## src/rtl/pingpong_pkg.sv

```systemverilog
// Shared definitions for the ping-pong frame controller.
//   wr_state_e : write-side FSM state (FILL = accepting a frame, FULL = back bank complete)
//   REPEAT_MAX : saturation value of the repeat counter
//   sat_inc8   : saturating increment used by the repeat counter
package pingpong_pkg;

   typedef enum logic {
      FILL = 1'b0,
      FULL = 1'b1
   } wr_state_e;

   localparam logic [7:0] REPEAT_MAX = 8'd255;

   function automatic logic [7:0] sat_inc8(input logic [7:0] v);
      return (v == REPEAT_MAX) ? v : v + 8'd1;
   endfunction

endpackage

```

## src/rtl/pingpong_bank_mux.sv

```systemverilog
// Routes the writer and the reader to the two RAM banks.
// The back bank (~front_sel) receives writes; the front bank receives reads.
// Ports:
//   clk, resetn            clock, synchronous active-low reset
//   front_sel              bank currently displayed
//   wr_en/wr_addr/wr_data  accepted write request (goes to the back bank)
//   rd_en/rd_addr          read request (goes to the front bank)
//   rd_valid/rd_y          read response, one cycle after rd_en
//   bankN_*                RAM ports of bank0/bank1 (rdata has 1-cycle latency)
module pingpong_bank_mux
   import pingpong_pkg::*;
#(
   parameter int DW    = 8,
   parameter int DEPTH = 160,
   parameter int AW    = 8
) (
   input  logic          clk,
   input  logic          resetn,
   input  logic          front_sel,
   input  logic          wr_en,
   input  logic [AW-1:0] wr_addr,
   input  logic [DW-1:0] wr_data,
   input  logic          rd_en,
   input  logic [AW-1:0] rd_addr,
   output logic          rd_valid,
   output logic [DW-1:0] rd_y,
   output logic [AW-1:0] bank0_addr,
   output logic [DW-1:0] bank0_wdata,
   output logic          bank0_we,
   output logic          bank0_re,
   input  logic [DW-1:0] bank0_rdata,
   output logic [AW-1:0] bank1_addr,
   output logic [DW-1:0] bank1_wdata,
   output logic          bank1_we,
   output logic          bank1_re,
   input  logic [DW-1:0] bank1_rdata
);

   logic          rd_in_range;
   logic [AW-1:0] addr_arr  [2];
   logic          we_arr    [2];
   logic          re_arr    [2];
   logic [DW-1:0] rdata_arr [2];

   logic          rd_valid_q;
   logic          rd_bank_q;
   logic          rd_hit_q;

   // Out-of-range reads never touch a RAM; they still answer with zero data.
   assign rd_in_range = ({1'b0, rd_addr} < (AW+1)'(DEPTH));

   // Front and back are always different banks, so no bank is ever read
   // and written in the same cycle.
   for (genvar gi = 0; gi < 2; gi++) begin : g_bank
      logic is_front;
      assign is_front      = (front_sel == 1'(gi));
      assign addr_arr[gi]  = is_front ? rd_addr : wr_addr;
      assign we_arr[gi]    = wr_en & ~is_front;
      assign re_arr[gi]    = rd_en & rd_in_range & is_front;
   end

   assign bank0_addr   = addr_arr[0];
   assign bank0_wdata  = wr_data;
   assign bank0_we     = we_arr[0];
   assign bank0_re     = re_arr[0];
   assign bank1_addr   = addr_arr[1];
   assign bank1_wdata  = wr_data;
   assign bank1_we     = we_arr[1];
   assign bank1_re     = re_arr[1];
   assign rdata_arr[0] = bank0_rdata;
   assign rdata_arr[1] = bank1_rdata;

   // The bank chosen at request time is captured with the request, so a read
   // issued in the swap cycle is answered from the old front bank.
   always_ff @(posedge clk) begin
      if (!resetn) begin
         rd_valid_q <= 1'b0;
         rd_bank_q  <= 1'b0;
         rd_hit_q   <= 1'b0;
      end else begin
         rd_valid_q <= rd_en;
         rd_bank_q  <= front_sel;
         rd_hit_q   <= rd_en & rd_in_range;
      end
   end

   // The RAM output register supplies the data; only the select is held here.
   assign rd_valid = rd_valid_q;
   assign rd_y     = rd_hit_q ? rdata_arr[rd_bank_q] : '0;

endmodule

```

## src/rtl/pingpong_frame_ctrl.sv

```systemverilog
// Double-buffer sequencer for the note-position RAM banks.
// The writer fills the back bank with one frame of DEPTH entries; the banks
// swap on frame_start only when that frame is complete, otherwise the old
// frame is shown again and repeat_cnt counts the miss.
// Ports:
//   clk, resetn          clock, synchronous active-low reset
//   frame_start          vertical-blank pulse
//   wr_valid/wr_y/wr_ready  writer handshake
//   rd_en/rd_addr        reader request; rd_valid/rd_y response one cycle later
//   front_sel            displayed bank, repeat_cnt saturating miss counter
//   bankN_*              RAM ports of bank0/bank1
module pingpong_frame_ctrl
   import pingpong_pkg::*;
#(
   parameter int DW    = 8,
   parameter int DEPTH = 160,
   parameter int AW    = 8
) (
   input  logic          clk,
   input  logic          resetn,
   input  logic          frame_start,
   input  logic          wr_valid,
   input  logic [DW-1:0] wr_y,
   output logic          wr_ready,
   input  logic          rd_en,
   input  logic [AW-1:0] rd_addr,
   output logic          rd_valid,
   output logic [DW-1:0] rd_y,
   output logic          front_sel,
   output logic [7:0]    repeat_cnt,
   output logic [AW-1:0] bank0_addr,
   output logic [DW-1:0] bank0_wdata,
   output logic          bank0_we,
   output logic          bank0_re,
   input  logic [DW-1:0] bank0_rdata,
   output logic [AW-1:0] bank1_addr,
   output logic [DW-1:0] bank1_wdata,
   output logic          bank1_we,
   output logic          bank1_re,
   input  logic [DW-1:0] bank1_rdata
);

   localparam logic [AW-1:0] LAST_ADDR = AW'(DEPTH - 1);

   wr_state_e     state_q, state_d;
   logic [AW-1:0] wr_addr_q, wr_addr_d;
   logic          front_sel_q, front_sel_d;
   logic [7:0]    repeat_cnt_q, repeat_cnt_d;

   logic          wr_fire;
   logic          last_wr;
   logic          swap;
   logic          repeat_hit;

   // State register
   always_ff @(posedge clk) begin
      if (!resetn) state_q <= FILL;
      else         state_q <= state_d;
   end

   // Next state
   always_comb begin
      state_d = state_q;
      case (state_q)
         FILL: if (last_wr)     state_d = FULL;
         FULL: if (frame_start) state_d = FILL;
      endcase
   end

   // Outputs
   always_comb begin
      wr_ready = (state_q == FILL);
   end

   assign wr_fire = wr_valid & wr_ready;
   assign last_wr = wr_fire & (wr_addr_q == LAST_ADDR);
   // Both decisions look at the registered state: a final write coinciding
   // with frame_start counts as a repeat, and the swap waits for the next pulse.
   assign swap       = frame_start & (state_q == FULL);
   assign repeat_hit = frame_start & (state_q == FILL);

   always_comb begin
      wr_addr_d    = wr_addr_q;
      front_sel_d  = front_sel_q ^ swap;
      repeat_cnt_d = repeat_hit ? sat_inc8(repeat_cnt_q) : repeat_cnt_q;
      if (wr_fire) wr_addr_d = last_wr ? '0 : wr_addr_q + AW'(1);
   end

   always_ff @(posedge clk) begin
      if (!resetn) begin
         wr_addr_q    <= '0;
         front_sel_q  <= 1'b0;
         repeat_cnt_q <= 8'd0;
      end else begin
         wr_addr_q    <= wr_addr_d;
         front_sel_q  <= front_sel_d;
         repeat_cnt_q <= repeat_cnt_d;
      end
   end

   assign front_sel  = front_sel_q;
   assign repeat_cnt = repeat_cnt_q;

   pingpong_bank_mux #(
      .DW    (DW),
      .DEPTH (DEPTH),
      .AW    (AW)
   ) u_bank_mux (
      .clk         (clk),
      .resetn      (resetn),
      .front_sel   (front_sel_q),
      .wr_en       (wr_fire),
      .wr_addr     (wr_addr_q),
      .wr_data     (wr_y),
      .rd_en       (rd_en),
      .rd_addr     (rd_addr),
      .rd_valid    (rd_valid),
      .rd_y        (rd_y),
      .bank0_addr  (bank0_addr),
      .bank0_wdata (bank0_wdata),
      .bank0_we    (bank0_we),
      .bank0_re    (bank0_re),
      .bank0_rdata (bank0_rdata),
      .bank1_addr  (bank1_addr),
      .bank1_wdata (bank1_wdata),
      .bank1_we    (bank1_we),
      .bank1_re    (bank1_re),
      .bank1_rdata (bank1_rdata)
   );

endmodule

```

## config.mk

```make
export PLATFORM = sky130hd
export DESIGN_NAME = pingpong_frame_ctrl
export DESIGN_NICKNAME = d
export VERILOG_FILES = /design/src/rtl/pingpong_pkg.sv /design/src/rtl/pingpong_bank_mux.sv /design/src/rtl/pingpong_frame_ctrl.sv
export SDC_FILE = /design/constraint.sdc
export NUM_CORES = 1
export LEC_CHECK = 0
export CAP_MARGIN = 20
export CORE_UTILIZATION = 25
export DETAILED_ROUTE_END_ITERATION = 12
export PLACE_DENSITY = 0.63
export SKIP_LAST_GASP = 1
export SLEW_MARGIN = 20
export SYNTH_ARGS = -nofsm -noshare
export SYNTH_HDL_FRONTEND = slang
export SYNTH_SLANG_ARGS = --single-unit
```

## constraint.sdc

```tcl
create_clock -name clk -period 1.69 [get_ports clk]
set_input_delay 0.338 -clock clk [delete_from_list [all_inputs] [get_ports clk]]
set_output_delay 0.338 -clock clk [all_outputs]
set_load 0.005 [all_outputs]
```

==> impl_metrics.py, run 1 <==
metrics = {
    "sta": {
        "hold_viol": 0,
        "setup_ws_ns": -0.00403,
        "setup_violations": 1,
        "tightest_slew_ns": 0.254,
        "fin_crit_ns": 1.69,
        "skew_ns": 0.00110,
        "fin_crit_sh_pct": 100,
        "rsz0062_at_grt": "yes",
        "slew_headroom_pct": 82.9,
        "drv_slew": 0,
        "fmax_mhz": 590,
    },
    "finish": {
        "area_growth_syn_to_layout_pct": 59.6,
        "diodes": 0,
        "layout.nets": 270,
        "final_util_pct": 41.6,
        "fin_area_um2": 2290,
        "drive_above_1_share_pct": 28.3,
    },
    "yosys": {
        "synth_cells": 163,
        "ys_top_cells_by_area": "dfxtp_1 (29%), mux2_2 (13%), buf_4 (8.4%), mux2i_1 (7.7%), nor2b_1 (3.9%)",
        "syn_avg_cell_area_um2": 8.80,
        "synthesis.area_um2": 1430,
        "yosysUniqueCellTypes": 41,
        "ys_seq_area_share_pct": 29.3,
        "synth-main-ff-cell": "dfxtp_1",
        "yosys.cell_count.top_type": "dfxtp_1",
        "ys_warn_count": 0,
        "ys_seq_elements": 21,
        "yosysTopAreaCell": "dfxtp_1",
        "postSynth.asyncResetShare_pct": 0,
        "synth_edf_count": 0,
        "netlist.area_leader.share_pct": 29.3,
        "yosys-top-cells-count": "dfxtp_1 (21), buf_4 (16), mux2_2 (16), mux2i_1 (11)",
        "syn_nets": 202,
    },
    "pwr": {
        "p_leak_uw": 0.000952,
        "ir_drop_v": 0.000377,
        "powerDensity_nw_per_um2": 460,
    },
    "drt": {
        "drt-pass1-iter-count": 4,
        "routed_wl_um": 3820,
        "first_iter_violations": 39,
        "post_drt_via_cell_ratio": 4.75,
        "vias": 1434,
        "wl_per_cell_um": 12.6,
        "ant_nets": 0,
        "drc_errors": 0,
    },
    "floorplan": {
        "core_um2": 5510,
        "rows": 27,
        "die_y_um": 77.7,
        "dieArea_um2": 6040,
        "boundaryPins": 92,
        "start_util_pct": 26.0,
        "die_w_um": 77.7,
    },
    "global_route": {
        "grt_pass1_wl_um": 6300,
        "grt-ovfl-total": 0,
        "antenna_found_initial": 0,
        "grt_max_degree": 13,
        "grt_pass1_vias": 1326,
        "grt_use_total_pct": 12.8,
    },
    "cts": {
        "root_buffer": "clkbuf_8",
        "cts_buffer_depth": 2,
        "path_clk_slew_ns": 0.08,
        "h-tree-depth": 1,
        "cts.sinks": 21,
        "cts-buffers-inserted": 3,
        "cts_tree": "done",
        "insertion_delay_ns": 0.26,
    },
    "worst_setup_path": {
        "crit_chain": "buf_16, buf_12, clkinvlp_4, buf_6, nor2_4, clkdlybuf4s15_2",
        "path_max_fanout": 8,
        "critPathLaunchType": "flop",
        "crit_required_ns": 1.35,
        "setup.worst_path.end_class": "output port",
        "slowest_delay_ns": 0.38,
        "crit_type": "flop to output port",
        "crit_path_top_delay_cell": "dfxtp_4",
        "critical_path_arrival_ns": 1.36,
    },
    "placement": {
        "placed_area_um2": 2130,
        "numPortBuffers": 67,
        "gp_congestion": 0.770,
        "dp_hpwl_um": 2780,
    },
    "outcome": {
        "failed_checks": "setup timing",
        "status": "finished, violations left",
    },
    "flow_run": {
        "drv_cap": 0,
    },
    "worst_hold_path": {
        "hold_class": "primary input to flop",
    },
}
[layer usage]
layer,routed length [µm],share of wire (%),global-route usage [%],up-vias
met5,0,0,0,-
met4,21,0.55,1.51,0
met3,311,8.1,4.12,5
met2,1700,44,20.6,61
met1,1790,47,17.0,661
li1,-,-,-,707
[cell families after synthesis]
| family | count (synthesis) | synth area share, % |
|---|---|---|
| AO/OA/AOI/OAI | 28 | 12.7 |
| buffers and inverters | 28 | 12.0 |
| flip-flops | 21 | 29.3 |
| AND/OR/NAND/NOR | 55 | 22.7 |
| XOR/XNOR | 2 | 1.22 |
| multiplexers | 27 | 20.2 |
| adder cells (fa/ha/maj) | 2 | 1.74 |
[registers in the layout, indices dropped and copies added (netlist names)]
register,count
u_bank_mux.rd_hit_q,1
u_bank_mux.rd_valid,1
front_sel,1
state_q,1
repeat_cnt,8
wr_addr_q,8
u_bank_mux.rd_bank_q,1
[layout make-up]
type                    count  area, µm²
inverters                   5       22.5
flip-flops and latches     21        432
well taps                  72       90.1
clock buffers               4       45.0
fillers                   548       3220
repair buffers             86        822
multi-input cells         114        877
[layout by cell type, fill, tap and decap left out, types with 3 or more instances in the layout]
master            n
dfxtp_1          16
dfxtp_2           3
clkbuf_8          3
nor2b_1           9
clkdlybuf4s50_1  34
mux2i_1          11
mux2_4            6
nand2_1           9
buf_2             8
o31ai_1           3
nor2_1            9
o21ai_0           6
buf_4            12
a21oi_1           6
clkdlybuf4s15_1   4
dlygate4sd2_1    13
buf_6             5
nand3_1           3
mux2_2           10
dlymetal6s2s_1    3
inv_1             3
a31oi_1           3
[power by group]
group          internal, µW  total [µW]  switching, µW
Sequential              503         517           13.8
Combinational           136         204           68.7
Clock                   168         332            164
[metrics by stage]
stage | total power [µW] | hold slack [ns] | TNS, ns | cells | setup WS, ns
6_report | 1050 | 0.493 | -0.00403 | 302 | -0.00403
2_1_floorplan | 628 | 0.460 | 0 | 163 | 0.301
3_5_place_dp | 751 | 0.490 | -5.29 | 289 | -0.437
4_1_cts | 1060 | 0.503 | -0.207 | 300 | -0.0694
3_3_place_gp | 747 | 0.485 | -4.88 | 289 | -0.386
5_1_grt | 1120 | 0.509 | -0.186 | 302 | -0.0867
[timing repair]
action / CTS / global route
resized for setup: 74 / 27
setup endpoints to repair: 29 / 17
gates cloned: 1 / 0
setup buffers: 6 / 3
hold endpoints to repair: 0 / 0
pin swaps: 2 / 1
hold buffers: 0 / 0
[worst paths after layout]
kind / from / endpoint / slack, ns / cells after the start
min: rd_addr[6] / u_bank_mux.rd_hit_q$_SDFF_PN0_ / 0.49 / 4
max: front_sel$_SDFF_PN0_ / bank1_re / -0.004 / 6
min reg2reg: repeat_cnt[1]$_SDFFE_PN0P_ / repeat_cnt[1]$_SDFFE_PN0P_ / 0.50 / 2
max reg2reg: wr_addr_q[0]$_SDFFE_PN0P_ / wr_addr_q[6]$_SDFFE_PN0P_ / 0.23 / 4
[worst max-delay path, delay by kind of cell, from the launching register on]
kind,cells,cell delay (ns)
DFF,1,0.38
and+or+nand+nor,1,0.08
buffers and inverters,5,0.64
Note: power is estimated with default switching activity, not from simulation.
==> inputs of run 2 (changes only) <==
- RECOVER_POWER: not set -> 25
==> results of run 2 <==
Final layout, timing and power as in run 1 (identical DEF).
